`config.mk`:
```
export PLATFORM = sky130hd
export DESIGN_NAME = ccff_chain_loader_flat
export DESIGN_NICKNAME = d
export VERILOG_FILES = /design/src/rtl/ccff_chain_loader_pkg.sv /design/src/rtl/ccff_chain_loader_if.sv /design/src/rtl/ccff_rb_packer.sv /design/src/rtl/ccff_chain_loader.sv /design/src/flat_wrapper.sv
export SDC_FILE = /design/constraint.sdc
export NUM_CORES = 1
export LEC_CHECK = 0
export CAP_MARGIN = 10
export CORE_ASPECT_RATIO = 2
export CORE_MARGIN = 2
export CORE_UTILIZATION = 54
export DETAILED_ROUTE_END_ITERATION = 10
export GPL_ROUTABILITY_DRIVEN = 1
export GPL_TIMING_DRIVEN = 0
export PLACE_DENSITY = 0.81
export SYNTH_ARGS = -nofsm -noshare
export SYNTH_HDL_FRONTEND = slang
export SYNTH_SLANG_ARGS = --single-unit
```
`constraint.sdc`:
```
create_clock -name prog_clk -period 3.3 [get_ports prog_clk]
set_clock_uncertainty 0.05 [all_clocks]
set_input_delay 0.825 -clock prog_clk [delete_from_list [all_inputs] [get_ports prog_clk]]
set_output_delay 0.825 -clock prog_clk [all_outputs]
set_load 0.1 [all_outputs]
```
`src/rtl/ccff_chain_loader_pkg.sv`:
```
// ccff_chain_loader_pkg
// Shared types for the configuration-chain loader.
//   state_t   : loader FSM states (IDLE, SHIFT, DRAIN, DONE)
//   cnt_width : ceil(log2(n)), never less than 1, used for counter widths
package ccff_chain_loader_pkg;

  typedef enum logic [1:0] {
    ST_IDLE  = 2'd0,
    ST_SHIFT = 2'd1,
    ST_DRAIN = 2'd2,
    ST_DONE  = 2'd3
  } state_t;

  function automatic int cnt_width(input int n);
    return (n < 2) ? 1 : $clog2(n);
  endfunction

endpackage

```
`src/rtl/ccff_chain_loader_if.sv`:
```
// ccff_chain_loader_if
// Bitstream input stream and readback output stream of the loader.
//   cfg_data/cfg_valid/cfg_ready : bitstream words into the loader
//   rb_data/rb_valid/rb_ready    : readback words out of the loader
// Handshake rule for both streams: a word transfers on a rising clock edge
// where valid && ready are both 1. Once valid is raised the producer holds
// valid and data stable until that transfer; ready may change freely and
// never depends combinationally on valid.
// master = bitstream source / readback sink, slave = the loader.
interface ccff_chain_loader_if #(
  parameter int WORD_W = 32
) ();

  logic [WORD_W-1:0] cfg_data;
  logic              cfg_valid;
  logic              cfg_ready;
  logic [WORD_W-1:0] rb_data;
  logic              rb_valid;
  logic              rb_ready;

  modport master (
    output cfg_data, cfg_valid, rb_ready,
    input  cfg_ready, rb_data, rb_valid
  );

  modport slave (
    input  cfg_data, cfg_valid, rb_ready,
    output cfg_ready, rb_data, rb_valid
  );

endinterface

```
`src/rtl/ccff_rb_packer.sv`:
```
// ccff_rb_packer
// Collects serial bits into WORD_W-bit readback words, bit 0 first.
//   clk, rst  : clock, synchronous active-high reset
//   clear     : start of a new load; empties collector, drops rb_valid
//   shift     : bit_in is captured this cycle
//   bit_in    : serial bit (pre-edge chain tail)
//   last      : this shift is the final bit of the load (flush partial word)
//   rb_data   : packed readback word, unused high bits 0
//   rb_valid  : rb_data valid, held until rb_ready
//   rb_ready  : consumer ready
module ccff_rb_packer
  import ccff_chain_loader_pkg::*;
#(
  parameter int WORD_W = 32
) (
  input  logic              clk,
  input  logic              rst,
  input  logic              clear,
  input  logic              shift,
  input  logic              bit_in,
  input  logic              last,
  output logic [WORD_W-1:0] rb_data,
  output logic              rb_valid,
  input  logic              rb_ready
);

  localparam int IDX_W = cnt_width(WORD_W);
  localparam logic [IDX_W-1:0] LAST_POS = IDX_W'(WORD_W - 1);

  logic [WORD_W-1:0] coll_q, coll_d;
  logic [IDX_W-1:0]  pos_q, pos_d;
  logic [WORD_W-1:0] rb_data_q, rb_data_d;
  logic              rb_valid_q, rb_valid_d;

  always_comb begin
    coll_d     = coll_q;
    pos_d      = pos_q;
    rb_data_d  = rb_data_q;
    rb_valid_d = rb_valid_q;
    if (rb_valid_q && rb_ready) rb_valid_d = 1'b0;
    // The loader never shifts while a word is stuck unaccepted, so a flush
    // here either finds rb_valid low or coincides with its handshake.
    if (shift) begin
      coll_d[pos_q] = bit_in;
      if (pos_q == LAST_POS || last) begin
        rb_data_d  = coll_d;
        rb_valid_d = 1'b1;
        coll_d     = '0;
        pos_d      = '0;
      end else begin
        pos_d = pos_q + 1'b1;
      end
    end
    if (clear) begin
      coll_d     = '0;
      pos_d      = '0;
      rb_valid_d = 1'b0;
    end
  end

  always_ff @(posedge clk) begin
    if (rst) begin
      coll_q     <= '0;
      pos_q      <= '0;
      rb_data_q  <= '0;
      rb_valid_q <= 1'b0;
    end else begin
      coll_q     <= coll_d;
      pos_q      <= pos_d;
      rb_data_q  <= rb_data_d;
      rb_valid_q <= rb_valid_d;
    end
  end

  assign rb_data  = rb_data_q;
  assign rb_valid = rb_valid_q;

endmodule

```
`src/rtl/ccff_chain_loader.sv`:
```
// ccff_chain_loader
// Writer end of a tile configuration scan chain. Serialises exactly
// CHAIN_LEN bits from the bitstream stream into ccff_head and returns the
// bits leaving ccff_tail as packed readback words.
//   prog_clk, prog_reset : clock, synchronous active-high reset
//   start                : single-cycle pulse, begins a load (IDLE/DONE only)
//   bus                  : cfg (bitstream in) and rb (readback out) streams
//   ccff_head            : serial bit into the chain (combinational)
//   ccff_shift_en        : chain shifts on this edge (combinational)
//   ccff_tail            : bit leaving the chain
//   busy, done           : SHIFT/DRAIN, DONE
//   bit_count            : bits shifted so far in this load
//   state_dbg            : FSM state
module ccff_chain_loader
  import ccff_chain_loader_pkg::*;
#(
  parameter int CHAIN_LEN = 1024,
  parameter int WORD_W    = 32,
  localparam int CNT_W    = cnt_width(CHAIN_LEN + 1)
) (
  input  logic               prog_clk,
  input  logic               prog_reset,
  input  logic               start,
  ccff_chain_loader_if.slave bus,
  output logic               ccff_head,
  output logic               ccff_shift_en,
  input  logic               ccff_tail,
  output logic               busy,
  output logic               done,
  output logic [CNT_W-1:0]   bit_count,
  output state_t             state_dbg
);

  localparam int IDX_W = cnt_width(WORD_W);
  localparam logic [IDX_W-1:0] LAST_IDX = IDX_W'(WORD_W - 1);
  localparam logic [CNT_W-1:0] FINAL_BC = CNT_W'(CHAIN_LEN - 1);

  state_t            state_q, state_d;
  logic [WORD_W-1:0] buf_q, buf_d;
  logic [IDX_W-1:0]  idx_q, idx_d;
  logic              buf_valid_q, buf_valid_d;
  logic [CNT_W-1:0]  bit_count_q, bit_count_d;

  logic        shift, last_bit, final_bit, start_load;
  logic        cfg_ready, cfg_fire, rb_fire, rb_valid;
  logic [31:0] remaining, pending;

  // A pending readback word that the consumer refuses freezes the chain so
  // the collector is never overwritten. Reset stops shifting immediately.
  assign shift     = (state_q == ST_SHIFT) && buf_valid_q &&
                     !(rb_valid && !bus.rb_ready) && !prog_reset;
  assign last_bit  = shift && (idx_q == LAST_IDX);
  assign final_bit = shift && (bit_count_q == FINAL_BC);

  // Bits already shifted plus bits still queued in the buffer; a new word is
  // only taken while the chain still needs more than that.
  assign remaining = buf_valid_q ? (32'(WORD_W) - 32'(idx_q)) : 32'd0;
  assign pending   = 32'(bit_count_q) + remaining;
  assign cfg_ready = (state_q == ST_SHIFT) && (!buf_valid_q || last_bit) &&
                     (pending < 32'(CHAIN_LEN));
  assign cfg_fire  = bus.cfg_valid && cfg_ready;
  assign rb_fire   = rb_valid && bus.rb_ready;

  always_comb begin
    state_d     = state_q;
    buf_d       = buf_q;
    idx_d       = idx_q;
    buf_valid_d = buf_valid_q;
    bit_count_d = bit_count_q;
    start_load  = 1'b0;
    case (state_q)
      ST_IDLE, ST_DONE: begin
        if (start) begin
          state_d     = ST_SHIFT;
          buf_d       = '0;
          idx_d       = '0;
          buf_valid_d = 1'b0;
          bit_count_d = '0;
          start_load  = 1'b1;
        end
      end
      ST_SHIFT: begin
        if (shift) begin
          bit_count_d = bit_count_q + 1'b1;
          idx_d       = idx_q + 1'b1;
          if (last_bit) buf_valid_d = 1'b0;
        end
        if (cfg_fire) begin
          buf_d       = bus.cfg_data;
          idx_d       = '0;
          buf_valid_d = 1'b1;
        end
        // Leftover bits of the last word are dropped here.
        if (final_bit) begin
          state_d     = ST_DRAIN;
          buf_valid_d = 1'b0;
        end
      end
      ST_DRAIN: begin
        // Only the final (possibly partial) word can be outstanding here.
        if (rb_fire) state_d = ST_DONE;
      end
      default: state_d = ST_IDLE;
    endcase
  end

  always_ff @(posedge prog_clk) begin
    if (prog_reset) begin
      state_q     <= ST_IDLE;
      buf_q       <= '0;
      idx_q       <= '0;
      buf_valid_q <= 1'b0;
      bit_count_q <= '0;
    end else begin
      state_q     <= state_d;
      buf_q       <= buf_d;
      idx_q       <= idx_d;
      buf_valid_q <= buf_valid_d;
      bit_count_q <= bit_count_d;
    end
  end

  ccff_rb_packer #(
    .WORD_W (WORD_W)
  ) u_packer (
    .clk      (prog_clk),
    .rst      (prog_reset),
    .clear    (start_load),
    .shift    (shift),
    .bit_in   (ccff_tail),
    .last     (final_bit),
    .rb_data  (bus.rb_data),
    .rb_valid (rb_valid),
    .rb_ready (bus.rb_ready)
  );

  assign bus.rb_valid  = rb_valid;
  assign bus.cfg_ready = cfg_ready;
  assign ccff_shift_en = shift;
  assign ccff_head     = shift ? buf_q[idx_q] : 1'b0;
  assign busy          = (state_q == ST_SHIFT) || (state_q == ST_DRAIN);
  assign done          = (state_q == ST_DONE);
  assign bit_count     = bit_count_q;
  assign state_dbg     = state_q;

endmodule

```
`src/flat_wrapper.sv`:
```
// flat-port wrapper written by rule: the top's interface ports become plain ports
module ccff_chain_loader_flat import ccff_chain_loader_pkg::*;
#(
  parameter int CHAIN_LEN = 1024,
  parameter int WORD_W    = 32,
  localparam int CNT_W    = cnt_width(CHAIN_LEN + 1)
)
  (prog_clk, prog_reset, start, ccff_head, ccff_shift_en, ccff_tail, busy, done, bit_count, state_dbg, bus_cfg_data, bus_cfg_valid, bus_rb_ready, bus_cfg_ready, bus_rb_data, bus_rb_valid);
  ccff_chain_loader_if #(.WORD_W(WORD_W)) bus_i ();
  input  logic prog_clk;
  input  logic prog_reset;
  input  logic start;
  output logic ccff_head;
  output logic ccff_shift_en;
  input  logic ccff_tail;
  output logic busy;
  output logic done;
  output logic [CNT_W-1:0] bit_count;
  output state_t state_dbg;
  input wire logic [$bits(bus_i.cfg_data)-1:0] bus_cfg_data;
  input wire logic [$bits(bus_i.cfg_valid)-1:0] bus_cfg_valid;
  input wire logic [$bits(bus_i.rb_ready)-1:0] bus_rb_ready;
  output wire logic [$bits(bus_i.cfg_ready)-1:0] bus_cfg_ready;
  output wire logic [$bits(bus_i.rb_data)-1:0] bus_rb_data;
  output wire logic [$bits(bus_i.rb_valid)-1:0] bus_rb_valid;
  assign bus_i.cfg_data = bus_cfg_data;
  assign bus_i.cfg_valid = bus_cfg_valid;
  assign bus_i.rb_ready = bus_rb_ready;
  assign bus_cfg_ready = bus_i.cfg_ready;
  assign bus_rb_data = bus_i.rb_data;
  assign bus_rb_valid = bus_i.rb_valid;
  ccff_chain_loader #(.CHAIN_LEN(CHAIN_LEN), .WORD_W(WORD_W)) u_core (.prog_clk(prog_clk), .prog_reset(prog_reset), .start(start), .bus(bus_i), .ccff_head(ccff_head), .ccff_shift_en(ccff_shift_en), .ccff_tail(ccff_tail), .busy(busy), .done(done), .bit_count(bit_count), .state_dbg(state_dbg));
endmodule
```
==> impl_results.md <==
* Nets at 815
* Global route overflow at 0
* Clock root cell: clkbuf_16
* Unrepaired setup endpoints after global routing: true
* Worst min path class: flop to flop
* PortBufs at 87
* Die Width at between 70 and 80 um
* Row cnt at 53
* Post-synth EDFFs at 0
* GPL Wtd Cong at 0.899
* CTS Buffer Depth at 2
* Mean Syn Cell Area at around 8.9 um^2
* Top-area cell type share of the netlist area at 42.4%
* CP Max Fanout at 3
* WL final at 17.1 mm
* CP Capture Type: primary output
* Comb power frac at 23.4%
* Max Freq at roughly 290 MHz
* Final Setup Violations at 2
* #FFs+latches synth at approximately 120
* Worst-margin pin slew at between 1 and 1.5 ns
* Multi-input logic area at 3040 um^2
* Pre-CTS setup slack at -1.21 ns
* DRC violations left at 0
* Total iterations of the first detailed-routing run at 5
* Max-Cap Viols at 0
* CORE AREA at 10400 um^2
* Outcome: finished with violations
* Synthesized area at 5720 um^2
* First-pass GRT wire length at roughly 27 mm
* Flop pwr share at 34.4%
* Initial antenna violation count at 0
* Via count at about 5400
* Initial DRC count at between 200 and 300
* Area contributors post-synth: dfxtp_1 (42%), nand3_1 (6.0%), nor2_1 (5.6%)
* Worst setup path class: flop to primary output
* Vias in the first global route at 5617
* CTS Hold Buffers Added at 0
* Overall global routing resource usage at about 30%
* Psw at around 1400 uW
* Slew Limit Headroom at 32.2%
* H-tree lvl count at 4
* Unique masters post-synth at between 50 and 60
* Int Pwr at 3030 uW
* Min Tclk post-route at about 3.5 ns
* TritonCTS buffer count at 17
* Vias per inst at 5.95
* Post-Place Cell Area at 6800 um^2
* P_leak at 0.00286 uW
* Clk Latency, worst-skew pair at 0.41 ns
* DIE AREA at roughly 11000 um^2
* Synth Net Count at 695
* PnR Total Power at ~4400 uW
* Critical Path AT at 2.61 ns
* Yosys top cell by area: dfxtp_1
* Commonest non-fill, non-tap cell in the layout: dfxtp_1
* Placed wire-length estimate at 12.0 mm
* Clk slew on worst S/H paths at 0.05 ns
* Peak supply drop at ~0.48 mV
* Final hold vios at 0
* Initial Utilization at 54.9%
* Crit path launch type: flop
* Clock group share of total power at 42.2%
* Final core area utilization at 73.1%
* Switching Fraction at 32.0%
* Layout area overhead at 33.1%
* Fill cell count at 764
* Most used DFF post-synth: dfxtp_1
* Fin area at 7610 um^2
* Max-slew violation count at 0
* Post-synthesis cell count at 639
* # IOs at 89
* Most frequent cells in the layout: dfxtp_1 (117), nor2_1 (84), clkdlybuf4s50_1 (83)
* Register area share after synthesis at around 42%
* Fin worst setup slack at -0.185 ns
* Yosys warning count at 0
* Failing checks: setup timing
* N_diodes at 0
* Largest net degree at the start of global routing at 17
* Routed Antenna Nets at 0
* Final period utilization at 106%
* CTS Sinks at 121
* Setup TNS at -0.298 ns
* Flip-flop and latch area at 2430 um^2
* Worst EP required at roughly 2.4 ns
* Share of cells above drive strength 1 at 13.4%
* Drt wl/cell at 18.9 um
* Pwr dens at 584 nW/um^2
* FFs w/ async S/R, synth at 0%
* Die height at 150 um
* CTS tree: built
## what timing repair did
item	in CTS	in global routing
setup buffers	12	4
resized for setup	44	5
endpoints found under the setup margin	4	32
pin swaps	7	6
## cell families after synthesis
group | Yosys count | share of synthesized area [%]
simple gates | 275 | 22.2
flops | 121 | 42.4
compound gates | 100 | 14.4
buf+inv | 68 | 5.47
mux | 42 | 9.35
fa+ha+maj | 18 | 3.94
xor+xnor | 15 | 2.30
## critical path, cell delays in order (launching register included)
cell and delay, ns:
dfxtp_4 0.35, buf_12 0.12, or3_4 0.39, xor2_1 0.16, and2_4 0.17, ha_4 0.21, a211o_1 0.26, o211ai_1 0.10
a21oi_2 0.11, nor2_4 0.15, buf_12 0.18
## stage by stage
| stage | std cells | hold slack (ns) |
|---|---|---|
| 2_1_floorplan | 639 | 0.394 |
| 3_3_place_gp | 863 | 0.407 |
| 3_5_place_dp | 863 | 0.414 |
| 4_1_cts | 904 | 0.430 |
| 5_1_grt | 907 | 0.440 |
| 6_report | 907 | 0.427 |
## power groups by stage
stage | Clock [uW] | Sequential, uW | Combinational, uW
2_1_floorplan | 0 | 1700 | 576
3_3_place_gp | 0 | 1560 | 966
3_5_place_dp | 0 | 1560 | 984
4_1_cts | 1890 | 1530 | 1010
5_1_grt | 1950 | 1540 | 1100
6_report | 1880 | 1530 | 1040
## per-layer routing
layer	vias up	routed length, um	global-route usage [%]
li1	2512	-	-
met1	2577	5830	27.9
met2	241	9370	56.1
met3	66	1010	6.45
met4	0	898	19.6
met5	-	0	0
## sequential cells by signal, indices dropped and copies added, names as in the netlist
signal and flops:
u_core.u_packer.rb_data 32, u_core.idx_q 5, u_core.buf_q 32, u_core.buf_valid_q 1
u_core.u_packer.rb_valid 1, u_core.state_dbg 2, u_core.u_packer.pos_q 5, u_core.u_packer.coll_q 32
u_core.bit_count 11
## path summary, 6_finish.rpt
path | from | endpoint | slack (ns) | cells past startpoint
worst max-delay path | u_core.idx_q[0] | bus_cfg_ready | -0.19 | 10
worst max register to register | u_core.idx_q[0] | u_core.buf_q[11] | 0.13 | 14
worst min register to register | u_core.buf_q[23] | u_core.buf_q[23] | 0.43 | 1
worst min-delay path | u_core.buf_q[23] | u_core.buf_q[23] | 0.43 | 1
## synth_stat cells (all sizes together), types with 2 or more instances
library cell / instances
dfxtp: 121
nor2: 86
nand2: 82
nand3: 68
a22o: 35
a311oi: 33
clkbuf: 32
mux2i: 32
buf: 25
ha: 18
a21oi: 12
inv: 11
xnor2: 10
mux4: 9
a211oi: 5
and3: 5
nor4: 5
xor2: 5
nor3b: 4
and2: 3
nand2b: 3
nand4: 3
nor2b: 3
nor3: 3
o21a: 3
o21ai: 3
a211o: 2
a221o: 2
and3b: 2
nor4b: 2
or2: 2
or3: 2
## cell type report
cell class / count / share of cell area [%]
clock buffer: 23 / 6.28
tap: 137 / 2.25
timing repair buffer: 103 / 13.5
sequential: 121 / 32.0
clock inverter: 7 / 1.55
multi-input combinational: 450 / 40.0
inverter: 11 / 0.543
buffer: 55 / 3.93
(Power assumes the default switching activity.)
